===== config.mk =====
export PLATFORM = sky130hd
export DESIGN_NAME = pattern_sequencer
export DESIGN_NICKNAME = d
export VERILOG_FILES = /design/src/rtl/pattern_sequencer.sv
export SDC_FILE = /design/constraint.sdc
export NUM_CORES = 1
export LEC_CHECK = 0
export BUFFER_PORTS_ARGS = -buffer_cell sky130_fd_sc_hd__buf_2
export CAP_MARGIN = 20
export CELL_PAD_IN_SITES_DETAIL_PLACEMENT = 1
export CELL_PAD_IN_SITES_GLOBAL_PLACEMENT = 2
export CORE_UTILIZATION = 37
export CTS_CLUSTER_DIAMETER = 60
export CTS_CLUSTER_SIZE = 16
export DETAILED_ROUTE_END_ITERATION = 7
export PLACE_DENSITY_LB_ADDON = 0.15
export SYNTH_ARGS = -nofsm -noshare
export SYNTH_HDL_FRONTEND = slang
export SYNTH_SLANG_ARGS = --single-unit

===== constraint.sdc =====
create_clock -name clk -period 2.4 [get_ports clk]
set_clock_uncertainty 0.05 [all_clocks]
set_input_delay 0.24 -clock clk [delete_from_list [all_inputs] [get_ports clk]]
set_output_delay 0.24 -clock clk [all_outputs]
set_load 0.05 [all_outputs]

===== src/rtl/pattern_sequencer.sv =====
// pattern_sequencer: frame/line sync generator that applies a 4-entry program table
// at frame boundaries, looping entries 0..last_idx with per-entry repeat counts.
module pattern_sequencer #(
  parameter int LINE_LEN = 16,
  parameter int LINES    = 8
) (
  input  logic        clk,
  input  logic        rst_n,
  input  logic        start,
  input  logic        stop,
  input  logic [1:0]  last_idx,
  input  logic        cfg_wr,
  input  logic [1:0]  cfg_addr,
  input  logic [22:0] cfg_data,
  output logic        f_sync,
  output logic        sync,
  output logic [2:0]  Mode,
  output logic [1:0]  X,
  output logic [1:0]  Y,
  output logic [11:0] constVal,
  output logic        busy,
  output logic [1:0]  entry_idx,
  output logic        frame_done
);
  localparam logic [1:0] IDLE = 2'd0, FSYNC = 2'd1, LSYNC = 2'd2, ACTIVE = 2'd3;
  localparam int PW = (LINE_LEN > 1) ? $clog2(LINE_LEN) : 1;
  localparam int LW = (LINES > 1) ? $clog2(LINES) : 1;
  logic [1:0]    state;
  logic [22:0]   tbl [4];
  logic [3:0]    rep_cnt;
  logic [1:0]    last_q;
  logic          stop_pend;
  logic [PW-1:0] px_cnt;
  logic [LW-1:0] line_cnt;
  logic          line_end, frame_end, rep_hit;
  logic [1:0]    next_idx;
  assign line_end  = state == ACTIVE && px_cnt == PW'(LINE_LEN - 1);
  assign frame_end = line_end && line_cnt == LW'(LINES - 1);
  assign rep_hit   = rep_cnt == tbl[entry_idx][22:19];
  assign next_idx  = rep_hit ? (entry_idx == last_q ? 2'd0 : entry_idx + 2'd1) : entry_idx;
  assign f_sync    = state == FSYNC;
  assign sync      = state == LSYNC;
  assign busy      = state != IDLE;
  always_ff @(posedge clk or negedge rst_n) begin
    if (!rst_n) for (int i = 0; i < 4; i++) tbl[i] <= '0;
    else if (cfg_wr) tbl[cfg_addr] <= cfg_data;
  end
  always_ff @(posedge clk or negedge rst_n) begin
    if (!rst_n) begin
      state      <= IDLE;
      rep_cnt    <= '0;
      last_q     <= '0;
      stop_pend  <= 1'b0;
      px_cnt     <= '0;
      line_cnt   <= '0;
      entry_idx  <= '0;
      frame_done <= 1'b0;
      {Mode, X, Y, constVal} <= '0;
    end else begin
      frame_done <= frame_end;
      if (stop && state != IDLE) stop_pend <= 1'b1;
      case (state)
        IDLE: if (start) begin
          state     <= FSYNC;
          entry_idx <= 2'd0;
          rep_cnt   <= '0;
          last_q    <= last_idx;
          stop_pend <= 1'b0;
          {Mode, X, Y, constVal} <= tbl[0][18:0];
        end
        FSYNC: begin
          line_cnt <= '0;
          state    <= LSYNC;
        end
        LSYNC: begin
          px_cnt <= '0;
          state  <= ACTIVE;
        end
        default: begin
          px_cnt <= px_cnt + PW'(1);
          if (line_end && !frame_end) begin
            line_cnt <= line_cnt + LW'(1);
            state    <= LSYNC;
          end else if (frame_end && (stop_pend || stop)) begin
            state     <= IDLE;
            stop_pend <= 1'b0;
          end else if (frame_end) begin
            // config is reloaded every frame, so rewrites of the running entry land here
            rep_cnt   <= rep_hit ? 4'd0 : rep_cnt + 4'd1;
            entry_idx <= next_idx;
            {Mode, X, Y, constVal} <= tbl[next_idx][18:0];
            state     <= FSYNC;
          end
        end
      endcase
    end
  end
endmodule


==> out/metrics.yaml, run 1 <==
die:
  die-area_um2: 16700
  start_util: 0.378
  row_count: 46
  dieHeight_um: 129
  core_um2: 15800
  io_pins: 57
  die_w_um: 129
pwr:
  peakVddDrop_mv: 0.456
  p_comb_frac: 0.142
  p_seq_frac: 0.454
  power_leakage_nw: 3.56
  intPower_mw: 4.45
  p_per_area_nw_per_um2: 785
  clkPwrFrac: 0.403
  p_switching_mw: 1.43
  p_sw_frac: 0.244
cts:
  clkLatencyLatePin_ns: 0.41
  cts_buffers: 17
  clk_path_buf_depth: 2
  tritoncts: "built"
  cts-root-buf: "clkbuf_16"
  htree_levels: 4
  clock_sinks: 130
  clk_pin_slew_ns: 0.06
global_routing:
  grt_pass1_wl_mm: 25.0
  gr-usage-all-layers: 0.202
  grt_overflow: 0
  grt_start_max_net_pins: 87
  grt_pass1_vias: 4533
  grt_antenna_before_repair: 0
critical_path:
  cp-startpoint: "entry_idx[0]$_DFFE_PN0P_"
  crit_chain: "mux4_2, xnor2_1, and2_4, and4b_1, a21oi_4, buf_12, clkbuf_16, mux2i_1, o221ai_1"
  rr_worst_depth: 9
  max_stage_delay_ns: 0.52
  worstPathArrival_ns: 2.72
  crit_path_max_fanout: 7
  reg2reg_from: "entry_idx[0]$_DFFE_PN0P_"
  r2r_setup_slack_ns: -0.10
  cp_slowest_cell: "mux4_2"
  r2r_end: "constVal[4]$_DFFE_PN0P_"
  start_kind: "flip-flop"
  end_kind: "flip-flop"
  crit_type: "flip-flop to flip-flop"
  critPathRequiredTime_ns: 2.62
place:
  place_area_um2: 6680
  post-place-ws_ns: -0.0679
  place_congestion: 0.770
  port_buffers: 56
  post-dp-hpwl_mm: 9.73
sta:
  hold_viol: 0
  setup_slack_ns: -0.102
  fmax_ghz: 0.400
  tightest_slew_ns: 0.546
  holdWs_ns: 0.0219
  finalSetupTns_ns: -1.19
  maxSlewHeadroom: 0.635
  fin_crit_ns: 2.50
  rsz0062_at_grt: "yes"
  slew_violations: 0
  period_share: 1.04
  finalSetupViolCount: 19
synthesis:
  synth_top_family_by_area: "multiplexers"
  synth_area_leaders: "dfrtp_1 54%, mux2_2 18%, mux2i_1 7.5%, o221ai_1 2.8%, and3_1 2.1%"
  synth.top_cell.area_share: 0.544
  synth-adder-area-share: 0.0167
  synthMuxAreaShare: 0.262
  syn_inst: 453
  synthSimpleGateAreaFrac: 0.0584
  ys.flop_type: "dfrtp_1"
  ys_types: 43
  yosys_register_bits: 130
  syn-cell-area_um2: 5980
  yosysWarningCount: 0
  syn_nets: 493
  yosysTopAreaCell: "dfrtp_1"
  post_synth.cell_area_avg_um2: 13.2
  synth_compound_area_frac: 0.0854
  synth_edf_count: 0
  synthArstFlopShare: 1.00
  synth_xor_area_frac: 0.0103
  seq_area_frac_synth: 0.544
worst_hold_path:
  hold_depth: 2
  worstHoldStart: "last_idx[1]"
  holdPathEnd: "last_q[1]$_DFFE_PN0P_"
  hold_path_class: "primary input to flip-flop"
layout:
  postLayoutCoreUtil: 0.474
  antennaDiodeCount: 0
  final_nets: 580
  layout_commonest_cell: "dfrtp_1"
  fill_cells: 1652
  drive_above_1_share: 0.441
  final_area_um2: 7500
  area_delta_synth_final_pct: 25.5
  layout_common_cells: "128 x dfrtp_1, 95 x mux2_2, 55 x buf_2, 36 x mux2i_1, 26 x buf_4"
routing:
  drtAntennaViolNets: 0
  drtIter0Drc: 156
  drc_errors: 0
  routed_wl_mm: 15.5
  vias: 4097
  first_pass_iters: 4
  wl_per_cell_um: 20.2
  via_per_inst: 5.33
job:
  maxCapViolCount: 0
outcome:
  status: "finished, violations left"
  violations: "negative setup slack"
state kept, by name, indices dropped and copies added (netlist names):
signal / count
tbl: 92
rep_cnt: 4
state: 2
stop_pend: 1
Mode: 3
line_cnt: 3
last_q: 2
frame_done: 1
constVal: 12
entry_idx: 2
px_cnt: 4
Y: 2
X: 2
worst max path at each step:
| stage | slack [ns] | endpoint |
|---|---|---|
| after CTS | -0.08 | constVal[2]$_DFFE_PN0P_ |
| after global routing | -0.16 | constVal[6]$_DFFE_PN0P_ |
| final | -0.10 | constVal[4]$_DFFE_PN0P_ |
| after detailed placement | -0.07 | Mode[1]$_DFFE_PN0P_ |
| after global placement | 0.05 | Mode[0]$_DFFE_PN0P_ |
| after floorplan | -0.12 | constVal[1]$_DFFE_PN0P_ |
layout make-up:
cell class / count / area (um2) / area share
clock buffer: 22 / 464 / 0.0619
inverter: 4 / 15.0 / 0.00200
timing repair buffer: 92 / 713 / 0.0951
multi-input combinational: 295 / 2700 / 0.360
clock inverter: 10 / 85.1 / 0.0113
tap: 216 / 270 / 0.0360
sequential: 130 / 3260 / 0.434
timing repair:
action                     in CTS  in global routing
setup endpoints to repair      15                 21
hold endpoints to repair       20                  0
hold buffers                    1                  0
gates resized for setup         5                 19
pin swaps                       4                  8
gates cloned                    2                  2
buffers inserted                3                  2
power groups by stage:
stage               clock [mW]  sequential (mW)  combinational [mW]
finish                    2.37             2.67               0.837
CTS                       2.45             2.66               0.780
global placement             0             2.68               0.680
floorplan                    0             2.63               0.517
detailed placement           0             2.70               0.715
global route              2.55             2.71               0.912
critical path, delay by kind of cell, from the launching register on:
kind,cells,cell delay (ns)
multiplexers,2,0.72
flip-flops,1,0.40
AND/OR/NAND/NOR,2,0.39
buffers and inverters,2,0.36
AO/OA/AOI/OAI,2,0.28
XOR/XNOR,1,0.16
layer usage:
layer | wire [um] | track usage | vias to the layer above
li1 | - | - | 1859
met1 | 6910 | 0.255 | 2149
met2 | 7930 | 0.340 | 73
met3 | 440 | 0.0421 | 16
met4 | 219 | 0.0796 | 0
met5 | 0 | 0 | -
through the flow:
| stage | std cells | power (mW) |
|---|---|---|
| 2_1_floorplan | 453 | 3.15 |
| 3_5_place_dp | 727 | 3.41 |
| 6_report | 769 | 5.88 |
| 4_1_cts | 765 | 5.89 |
| 5_1_grt | 769 | 6.17 |
| 3_3_place_gp | 727 | 3.36 |
cell usage after synthesis (all sizes together) (2+ instances only):
master  count
nor3b       2
clkbuf     17
o221ai     19
and2        2
dfrtp     130
a32o        2
nand3b      3
a22oi       2
mux2i      45
nor2        8
nand2b      4
mux4        2
xor2        4
ha          8
mux2       95
a21o        2
nor3        3
o21ai      16
inv         4
nand2      11
a21oi      25
nand3       4
o31ai       3
a31oi       2
buf         7
xnor2       3
and3       20
kinds of logic after synthesis:
group | after synthesis
multiplexers | 142
AND/OR/NAND/NOR | 62
flip-flops | 130
adder cells (fa/ha/maj) | 8
XOR/XNOR | 7
buffers and inverters | 28
AO/OA/AOI/OAI | 76
Note: power is estimated with default switching activity, not from simulation.
==> inputs of run 2 (changes only) <==
GPL_TIMING_DRIVEN = 0   (was default)
==> run 2 against run 1 <==
The flow still finishes with violations (negative setup slack). Via count down 0.56%. Global-route usage shrank 0.30 points. Critical path depth down 1. Worst hold slack improved by 0.031 ns. Combinational power is 0.6% lower. Critical path type unchanged. Clock power down 5%. Utilization down 0.40 points. Wire length shrank 1.8%.
==> out/metrics.yaml, run 2 (same netlist as run 1, synthesis figures left out) <==
outcome:
  status: "finished, violations left"
  violations: "negative setup slack"
pwr:
  peakVddDrop_mv: 0.522  # +15%
  p_seq_frac: 0.464  # +0.010
  p_per_area_nw_per_um2: 772  # -1.6%
  clkPwrFrac: 0.391  # -0.012
  p_comb_frac: 0.145  # +0.003
  power_leakage_nw: 3.53  # -0.80%
  p_switching_mw: 1.41  # -1.6%
  p_sw_frac: 0.246  # +0.00204
  intPower_mw: 4.33  # -2.6%
routing:
  drtIter0Drc: 132  # -15%
  drtAntennaViolNets: 0  # unchanged
  drc_errors: 0  # unchanged
  via_per_inst: 5.26  # -1.3%
  routed_wl_mm: 15.2  # -1.8%
  wl_per_cell_um: 19.6  # -2.5%
  first_pass_iters: 4  # unchanged
  vias: 4074  # -0.56%
die:
  io_pins: 57  # unchanged
  die_w_um: 129  # unchanged
  dieHeight_um: 129  # unchanged
  row_count: 46  # unchanged
  start_util: 0.378  # unchanged
  core_um2: 15800  # unchanged
  die-area_um2: 16700  # unchanged
layout:
  drive_above_1_share: 0.428  # -0.0129
  fill_cells: 1629  # -1.4%
  layout_commonest_cell: "dfrtp_1"
  final_area_um2: 7440  # -0.83%
  seq_area_um2: 3260  # unchanged
  regMostFlops: "tbl"
  area_delta_synth_final_pct: 24.4
  layout_common_cells: "128 x dfrtp_1, 95 x mux2_2, 56 x buf_2, 35 x mux2i_1, 23 x a21oi_1"
  multiInputGateArea_um2: 2720  # +1.0%
  final_nets: 589  # +1.6%
  postLayoutCoreUtil: 0.470  # -0.00395
  largest_reg_flops: 92  # unchanged
cts:
  tritoncts: "built"
  cts-root-buf: "clkbuf_16"
  clock_sinks: 130  # unchanged
  cts_buffers: 17  # unchanged
  clk_pin_slew_ns: 0.05  # about the same
  htree_levels: 4  # unchanged
  clk_path_buf_depth: 2  # unchanged
  clkLatencyLatePin_ns: 0.41  # about the same
sta:
  setup_slack_ns: -0.152  # -0.0506 ns
  fin_crit_ns: 2.55  # +0.0506 ns
  tightest_slew_ns: 0.847  # +0.302 ns
  hold_viol: 0  # unchanged
  period_share: 1.06  # +0.0211
  finalSetupViolCount: 19  # unchanged
  maxSlewHeadroom: 0.435  # -0.200
  slew_violations: 0  # unchanged
  fmax_ghz: 0.392  # -2.0%
  rsz0062_at_grt: "yes"
global_routing:
  grt_start_max_net_pins: 70  # -20%
  grt_pass1_vias: 4445  # -1.9%
  gr-usage-all-layers: 0.199  # -0.00300
  grt_pass1_wl_mm: 24.6  # -1.6%
  grt_antenna_before_repair: 1  # +1
  grt_overflow: 0  # unchanged
critical_path:
  start_kind: "flip-flop"
  crit_type: "flip-flop to flip-flop"
  end_kind: "flip-flop"
  critPathRequiredTime_ns: 2.63  # about the same
  crit_path_max_fanout: 10  # +3
  worstPathArrival_ns: 2.78  # +0.06 ns
place:
  post-dp-hpwl_mm: 10.0  # +3.1%
  place_congestion: 0.723  # -6.0%
  port_buffers: 56  # unchanged
  post-place-ws_ns: -0.477  # -0.409 ns
  place_area_um2: 6560  # -1.7%
job:
  maxCapViolCount: 0  # unchanged
worst_hold_path:
  hold_path_class: "primary input to flip-flop"
==> run 2: worst paths after layout <==
kind,from,endpoint,slack (ns),cells past startpoint
hold reg to reg,constVal[7]$_DFFE_PN0P_,constVal[7]$_DFFE_PN0P_,0.45,2
setup reg to reg,entry_idx[0]$_DFFE_PN0P_,constVal[6]$_DFFE_PN0P_,-0.15,8
min in group asynchronous,rst_n,px_cnt[3]$_DFFE_PN0N_,0.33,2
hold / removal,cfg_data[9],tbl[55]$_DFFE_PN0P_,0.05,2
max in group asynchronous,rst_n,Mode[0]$_DFFE_PN0P_,1.19,3
setup / recovery,entry_idx[0]$_DFFE_PN0P_,constVal[6]$_DFFE_PN0P_,-0.15,8
==> run 2: power by group through the flow <==
| stage | sequential [mW] | clock, mW | combinational (mW) |
|---|---|---|---|
| 2_1_floorplan | 2.63 | 0 | 0.517 |
| 3_5_place_dp | 2.68 | 0 | 0.719 |
| 3_3_place_gp | 2.66 | 0 | 0.682 |
| 6_report | 2.66 | 2.25 | 0.832 |
| 5_1_grt | 2.70 | 2.40 | 0.908 |
| 4_1_cts | 2.65 | 2.32 | 0.807 |
==> run 2: layout make-up <==
class                      instances  area share
buffer                            24      0.0205
clock buffer                      20      0.0628
inverter                           4     0.00202
tap                              216      0.0363
clock inverter                     8     0.00538
sequential                       130       0.438
multi-input combinational        295       0.366
timing repair buffer              77      0.0686
antenna                            1    0.000336
==> run 2: repair_timing <==
action | 4_1_cts | 5_1_grt
endpoints found under the hold margin | 63 | 0
setup endpoints to repair | 25 | 23
gates cloned | 2 | 0
pin swaps | 4 | 2
resized for setup | 31 | 15
buffers inserted | 13 | 2
hold buffers | 3 | 0
==> run 2: routing by layer <==
metal | vias to the layer above | GRT usage | routed length [um]
li1 | 1882 | - | -
met1 | 2122 | 0.261 | 7150
met2 | 54 | 0.331 | 7550
met3 | 16 | 0.0351 | 327
met4 | 0 | 0.0727 | 197
met5 | - | 0 | 0
==> run 2: worst max-delay path: stages (launching register included) <==
cell and delay [ns]:
dfrtp_2 0.40, mux4_2 0.53, xnor2_2 0.16, and2_4 0.16
and4b_1 0.20, a21oi_4 0.20, buf_4 0.27, mux2i_1 0.29
o221ai_2 0.14
==> run 2: metrics by stage <==
step,power [mW],instances,TNS (ns),hold WS (ns)
after floorplan,3.15,453,-1.51,-0.106
after global placement,3.34,725,-104.44,0.426
after detailed placement,3.40,726,-7.56,0.224
after CTS,5.77,772,-1.42,0.0300
after global routing,6.02,775,-4.29,0.0432
final,5.74,775,-1.59,0.0525
